`config.mk`:
```
export PLATFORM = sky130hd
export DESIGN_NAME = cmp_stream_ctrl
export DESIGN_NICKNAME = d
export VERILOG_FILES = /design/src/rtl/cmp_stream_ctrl.sv
export SDC_FILE = /design/constraint.sdc
export NUM_CORES = 1
export LEC_CHECK = 0
export ABC_AREA = 1
export CORE_UTILIZATION = 51
export CTS_BUF_LIST = sky130_fd_sc_hd__clkbuf_2
export DETAILED_ROUTE_END_ITERATION = 10
export PLACE_DENSITY = 0.87
export SETUP_SLACK_MARGIN = 0.4
export SYNTH_ARGS = -nofsm -noshare
export SYNTH_HDL_FRONTEND = slang
export SYNTH_SLANG_ARGS = --single-unit
```
`constraint.sdc`:
```
create_clock -name clk -period 1.4 [get_ports clk]
set_input_delay 0.28 -clock clk [delete_from_list [all_inputs] [get_ports clk]]
set_output_delay 0.28 -clock clk [all_outputs]
set_load 0.05 [all_outputs]
```
`src/rtl/cmp_stream_ctrl.sv`:
```
// Sequences operand pairs through an external 3-bit comparator: latch the operands,
// let the comparator settle for one cycle, then hold the registered result until the consumer accepts it.
module cmp_stream_ctrl #(
  parameter int CNT_W = 8
) (
  input  logic             clk,
  input  logic             rst_n,
  input  logic             in_valid,
  output logic             in_ready,
  input  logic [2:0]       in_a,
  input  logic [2:0]       in_b,
  output logic [2:0]       op_a,
  output logic [2:0]       op_b,
  input  logic             cmp_gt,
  input  logic             cmp_lt,
  input  logic             cmp_eq,
  output logic             out_valid,
  input  logic             out_ready,
  output logic             res_gt,
  output logic             res_lt,
  output logic             res_eq,
  output logic             res_err,
  output logic [CNT_W-1:0] cnt_gt,
  output logic [CNT_W-1:0] cnt_lt,
  output logic [CNT_W-1:0] cnt_eq,
  input  logic             cnt_clr,
  output logic [1:0]       state_dbg_o
);

  // Handshakes: a transfer happens on a rising edge where valid and ready are both 1.
  // in_ready and out_valid depend only on state, never on the partner's valid/ready.
  typedef enum logic [1:0] {IDLE = 2'd0, SETTLE = 2'd1, HOLD = 2'd2} state_t;

  state_t           state_q, state_d;
  logic [2:0]       op_a_q, op_a_d, op_b_q, op_b_d;
  logic             res_gt_q, res_gt_d, res_lt_q, res_lt_d;
  logic             res_eq_q, res_eq_d, res_err_q, res_err_d;
  logic [CNT_W-1:0] cnt_gt_q, cnt_gt_d, cnt_lt_q, cnt_lt_d, cnt_eq_q, cnt_eq_d;
  logic             xfer_out;
  logic [1:0]       flag_sum;

  assign flag_sum = {1'b0, cmp_gt} + {1'b0, cmp_lt} + {1'b0, cmp_eq};
  assign xfer_out = (state_q == HOLD) && out_ready;

  always_comb begin
    state_d   = state_q;
    op_a_d    = op_a_q;
    op_b_d    = op_b_q;
    res_gt_d  = res_gt_q;
    res_lt_d  = res_lt_q;
    res_eq_d  = res_eq_q;
    res_err_d = res_err_q;
    in_ready  = 1'b0;
    out_valid = 1'b0;
    case (state_q)
      IDLE: begin
        in_ready = 1'b1;
        if (in_valid) begin
          op_a_d  = in_a;
          op_b_d  = in_b;
          state_d = SETTLE;
        end
      end
      SETTLE: begin
        res_gt_d  = cmp_gt;
        res_lt_d  = cmp_lt;
        res_eq_d  = cmp_eq;
        res_err_d = (flag_sum != 2'd1);
        state_d   = HOLD;
      end
      HOLD: begin
        out_valid = 1'b1;
        if (out_ready) state_d = IDLE;
      end
      default: state_d = IDLE;
    endcase
  end

  // Clear beats a simultaneous transfer; a malformed result never counts.
  always_comb begin
    cnt_gt_d = cnt_gt_q;
    cnt_lt_d = cnt_lt_q;
    cnt_eq_d = cnt_eq_q;
    if (cnt_clr) begin
      cnt_gt_d = '0;
      cnt_lt_d = '0;
      cnt_eq_d = '0;
    end else if (xfer_out && !res_err_q) begin
      if (res_gt_q && (cnt_gt_q != {CNT_W{1'b1}})) cnt_gt_d = cnt_gt_q + CNT_W'(1);
      if (res_lt_q && (cnt_lt_q != {CNT_W{1'b1}})) cnt_lt_d = cnt_lt_q + CNT_W'(1);
      if (res_eq_q && (cnt_eq_q != {CNT_W{1'b1}})) cnt_eq_d = cnt_eq_q + CNT_W'(1);
    end
  end

  always_ff @(posedge clk or negedge rst_n) begin
    if (!rst_n) begin
      state_q   <= IDLE;
      op_a_q    <= '0;
      op_b_q    <= '0;
      res_gt_q  <= 1'b0;
      res_lt_q  <= 1'b0;
      res_eq_q  <= 1'b0;
      res_err_q <= 1'b0;
      cnt_gt_q  <= '0;
      cnt_lt_q  <= '0;
      cnt_eq_q  <= '0;
    end else begin
      state_q   <= state_d;
      op_a_q    <= op_a_d;
      op_b_q    <= op_b_d;
      res_gt_q  <= res_gt_d;
      res_lt_q  <= res_lt_d;
      res_eq_q  <= res_eq_d;
      res_err_q <= res_err_d;
      cnt_gt_q  <= cnt_gt_d;
      cnt_lt_q  <= cnt_lt_d;
      cnt_eq_q  <= cnt_eq_d;
    end
  end

  assign op_a        = op_a_q;
  assign op_b        = op_b_q;
  assign res_gt      = res_gt_q;
  assign res_lt      = res_lt_q;
  assign res_eq      = res_eq_q;
  assign res_err     = res_err_q;
  assign cnt_gt      = cnt_gt_q;
  assign cnt_lt      = cnt_lt_q;
  assign cnt_eq      = cnt_eq_q;
  assign state_dbg_o = state_q;

endmodule

```
==> results.py, run 1 <==
metrics = {
    "outcome": {
        "stop_stage": "clock tree synthesis (4_1_cts)",
        "outcome": "aborted with a tool error",
        "toolErrorMsg": "[ERROR DPL-0033] detailed placement checks failed during check placement.",
    },
    "yosys": {
        "ys_seq_elements": 36,
        "synthTopCellsByCount": "98 x nand2_1, 36 x dfrtp_1, 29 x nor2_1",
        "netlist_instances": 264,
        "yosysTopAreaCell": "dfrtp_1",
        "muxShareOfSynthArea": 0,
        "synthesis.area_mm2": 0.00206,
        "synth_top_family_by_area": "simple AND/OR/NAND/NOR gates",
        "avgSynthCellArea_um2": 7.79,
        "yosys.area_share.simple": 0.437,
        "synth_edf_count": 0,
        "yosys_warnings": 0,
        "synth_fa_ha_area_frac": 0.0280,
        "ys_top_cells_by_area": "dfrtp_1 44%, nand2_1 18%, nand3_1 6.1%",
        "ys_seq_area_frac": 0.438,
        "synth.most_common_cell": "nand2_1",
        "synth_fp_nets": 282,
        "synthArstFlopShare": 1.00,
        "synth.distinct_cells": 21,
        "synth.top_cell.area_share": 0.438,
        "synthFlopType": "dfrtp_1",
        "synth-compound-area-share": 0.0189,
        "synth_xor_area_frac": 0.0128,
    },
    "clock_tree": {
        "cts.hold.buffers_added": 0,
        "clk_path_buf_depth": 2,
        "cts_buffers": 5,
        "clkSinkCount": 36,
        "cts_setup_buffers": 39,
        "cts_resized": 44,
        "htreeDepth": 2,
        "cts-root-buf": "clkbuf_2",
    },
    "die": {
        "initial_utilization": 0.545,
        "rows": 22,
        "die_w_um": 65.5,
        "io_pins": 52,
        "die_h_um": 65.5,
    },
    "placed_design": {
        "port_buffers": 51,
        "routabilityCongestion": 0.837,
        "postPlaceCellArea_mm2": 0.00325,
        "dp_hpwl_um": 4400,
    },
}
-- kinds of logic after synthesis --
| family | Yosys count |
|---|---|
| AND/OR/NAND/NOR | 183 |
| flip-flops | 36 |
| buffers and inverters | 31 |
| AO/OA/AOI/OAI | 7 |
| XOR/XNOR | 3 |
| adder cells (fa/ha/maj) | 4 |
-- metrics by stage --
| stage | setup slack (ns) | utilization | std cells |
|---|---|---|---|
| 3_5_place_dp | -0.280 | 0.861 | 390 |
| 3_3_place_gp | -0.228 | 0.861 | 390 |
| 2_1_floorplan | -0.115 | - | 264 |
==> run 2, diff against run 1 <==
CORE_UTILIZATION = 40   (was 51)
CTS_BUF_LIST = unset   (was sky130_fd_sc_hd__clkbuf_2)
PLACE_DENSITY = unset   (was 0.87)
PLACE_DENSITY_LB_ADDON = 0.15   (was unset)
SETUP_SLACK_MARGIN = unset   (was 0.4)
==> results.py, run 2 <==
metrics = {
    "final_layout": {
        "final_cell_mix": "97 x nand2_1, 40 x buf_12, 30 x buf_4",
        "fin_area_mm2": 0.00347,
        "syn2layout_area_growth_pct": 68.9,
        "nets": 375,
        "layout-drive-gt1-share": 0.338,
        "final_common_cell": "nand2_1",
        "post-route-util": 0.717,
        "num_antenna_cells": 0,
        "n_fill_cell": 357,
        "multi_input_area_mm2": 0.00106,
        "seq_area_um2": 911,
    },
    "setup_path": {
        "r2r-start": "state_dbg_o[0]",
        "rr_worst_depth": 7,
        "critPathLaunch": "state_dbg_o[0]",
        "crit_path_start_kind": "register",
        "cp-endpoint": "out_valid",
        "r2r_end": "cnt_lt[4]",
        "cp.required_ns": 1.12,
        "r2r_slack_ns": 0.03,
        "worst_ep_arrival_time_ns": 1.14,
        "crit_type": "reg2out",
        "worstSetupEndpointType": "output pin",
        "critPathMaxFanout": 5,
    },
    "detailed_routing": {
        "wl_um": 4850,
        "first_iter_violations": 91,
        "ant_nets": 0,
        "viasPerCell": 4.74,
        "drtPass1Iterations": 4,
        "wl_per_cell_um": 11.4,
        "vias": 2014,
        "route.detailed.drc": 0,
    },
    "die": {
        "dieArea_mm2": 0.00543,
        "rows": 25,
        "initial_utilization": 0.424,
        "die_h_um": 73.7,
        "io_pins": 52,
        "core_area_mm2": 0.00485,
        "die_w_um": 73.7,
    },
    "placed_design": {
        "port_buffers": 51,
        "routabilityCongestion": 0.806,
        "postPlaceCellArea_mm2": 0.00328,
        "dp_hpwl_um": 3610,
        "place_ws_ns": -0.238,
    },
    "yosys": {
        "avgSynthCellArea_um2": 7.79,
        "muxShareOfSynthArea": 0,
        "synth-compound-area-share": 0.0189,
        "ys_top_cells_by_area": "dfrtp_1 44%, nand2_1 18%, nand3_1 6.1%",
        "synthesis.area_mm2": 0.00206,
        "synth.most_common_cell": "nand2_1",
        "synthTopCellsByCount": "98 x nand2_1, 36 x dfrtp_1, 29 x nor2_1",
        "synthFlopType": "dfrtp_1",
        "ys_seq_elements": 36,
        "synth_fp_nets": 282,
        "synth_xor_area_frac": 0.0128,
        "synth.distinct_cells": 21,
        "ys_seq_area_frac": 0.438,
        "synth_fa_ha_area_frac": 0.0280,
        "synth_top_family_by_area": "simple AND/OR/NAND/NOR gates",
        "yosysTopAreaCell": "dfrtp_1",
        "synthArstFlopShare": 1.00,
        "yosys_warnings": 0,
        "synth_edf_count": 0,
        "yosys.area_share.simple": 0.437,
        "synth.top_cell.area_share": 0.438,
        "netlist_instances": 264,
    },
    "timing": {
        "finalWorstPathRequiredPeriod_ns": 1.42,
        "timing.clock.skew_ns": 0.00500,
        "finalSetupViolations": 2,
        "fmax_ghz": 0.702,
        "setup_slack_ns": -0.0237,
        "period_share": 1.02,
        "hold_viol": 0,
        "rsz0062_at_grt": "yes",
        "maxSlewViolCount": 0,
        "tightest_slew_ns": 0.392,
        "slew_headroom": 0.738,
    },
    "outcome": {
        "outcome": "finished with violations",
        "violations": "negative setup slack",
    },
    "grt": {
        "grt_overflow": 0,
        "track_usage": 0.197,
        "grt_max_degree": 22,
        "grt_antenna_before_repair": 0,
        "grt_pass1_wl_um": 8290,
        "grt_pass1_vias": 1912,
    },
    "min_path": {
        "min_path_type": "in2async",
    },
    "clock_tree": {
        "clk_path_buf_depth": 2,
        "htreeDepth": 2,
        "cts_buffers": 5,
        "cts-root-buf": "clkbuf_8",
        "insertion_delay_ns": 0.29,
        "cts_tree": "yes",
        "clk_pin_slew_worst_paths_ns": 0.07,
        "clkSinkCount": 36,
    },
    "run": {
        "drv_cap": 0,
    },
    "power_and_ir_drop": {
        "pwr-share-seq": 0.308,
        "clkPwrFrac": 0.194,
        "ir_drop_mv": 0.985,
        "sw_frac_of_total": 0.392,
        "p_leak_uw": 0.00173,
        "p_sw_uw": 1840,
        "power_density_mw_per_mm2": 1350,
        "p_comb_frac": 0.498,
        "total_power_uw": 4680,
        "p_int_uw": 2840,
    },
}
-- run 2: cell counts after synthesis --
Identical to the previous run, type by type.
-- run 2: what timing repair did --
item	4_1_cts	5_1_grt
hold buffers	1	0
setup endpoints to repair	1	25
endpoints found under the hold margin	12	0
gates cloned	0	1
resized for setup	0	9
pin swaps	1	7
buffers inserted	2	1
-- run 2: cell type report --
| class | count | area share |
|---|---|---|
| Clock buffer | 6 | 0.0209 |
| Sequential cell | 36 | 0.262 |
| Timing Repair Buffer | 87 | 0.344 |
| Multi-Input combinational cell | 198 | 0.306 |
| Inverter | 29 | 0.0328 |
| Tap cell | 67 | 0.0241 |
| Clock inverter | 2 | 0.0101 |
-- run 2: how the worst min path moves through the flow --
stage	start	to	slack (ns)	cells after the start
after detailed placement	rst_n	cnt_eq[7]	0.22	1
after floorplan	rst_n	cnt_eq[0]	-0.02	0
after CTS	rst_n	cnt_eq[6]	0.44	2
after global placement	rst_n	cnt_eq[7]	0.22	1
after global routing	rst_n	cnt_eq[6]	0.47	2
final	rst_n	cnt_eq[7]	0.44	2
-- run 2: cell families after synthesis --
| kind of cell | Yosys count |
|---|---|
| and+or+nand+nor | 183 |
| AOI/OAI and AO/OA | 7 |
| DFF | 36 |
| buffers and inverters | 31 |
| adders and majority gates | 4 |
| xor gates and xnor gates | 3 |
-- run 2: critical path, cell delays in order (launching register included) --
cell	delay, ns
dfrtp_2	0.43
buf_12	0.13
nor2_8	0.14
buf_12	0.16
-- run 2: power groups by stage --
stage | clock (uW) | sequential [uW] | combinational (uW)
6_report | 910 | 1440 | 2330
2_1_floorplan | 0 | 2000 | 510
3_5_place_dp | 0 | 1460 | 2230
4_1_cts | 934 | 1440 | 2300
5_1_grt | 975 | 1460 | 2450
3_3_place_gp | 0 | 1460 | 2210
-- run 2: per-layer routing --
metal	wire length, um	track usage
met1	2150	0.249
met2	2380	0.327
met3	234	0.0453
met4	82	0.0769
met5	0	0
-- run 2: through the flow --
stage	instances	TNS [ns]	hold WS [ns]
floorplan	264	-2.40	-0.0156
global placement	412	-4.62	0.216
detailed placement	412	-4.69	0.221
CTS	423	-0.0908	0.441
global route	425	-0.596	0.467
finish	425	-0.0388	0.440
No activity file was read; power rests on OpenSTA's default activity.
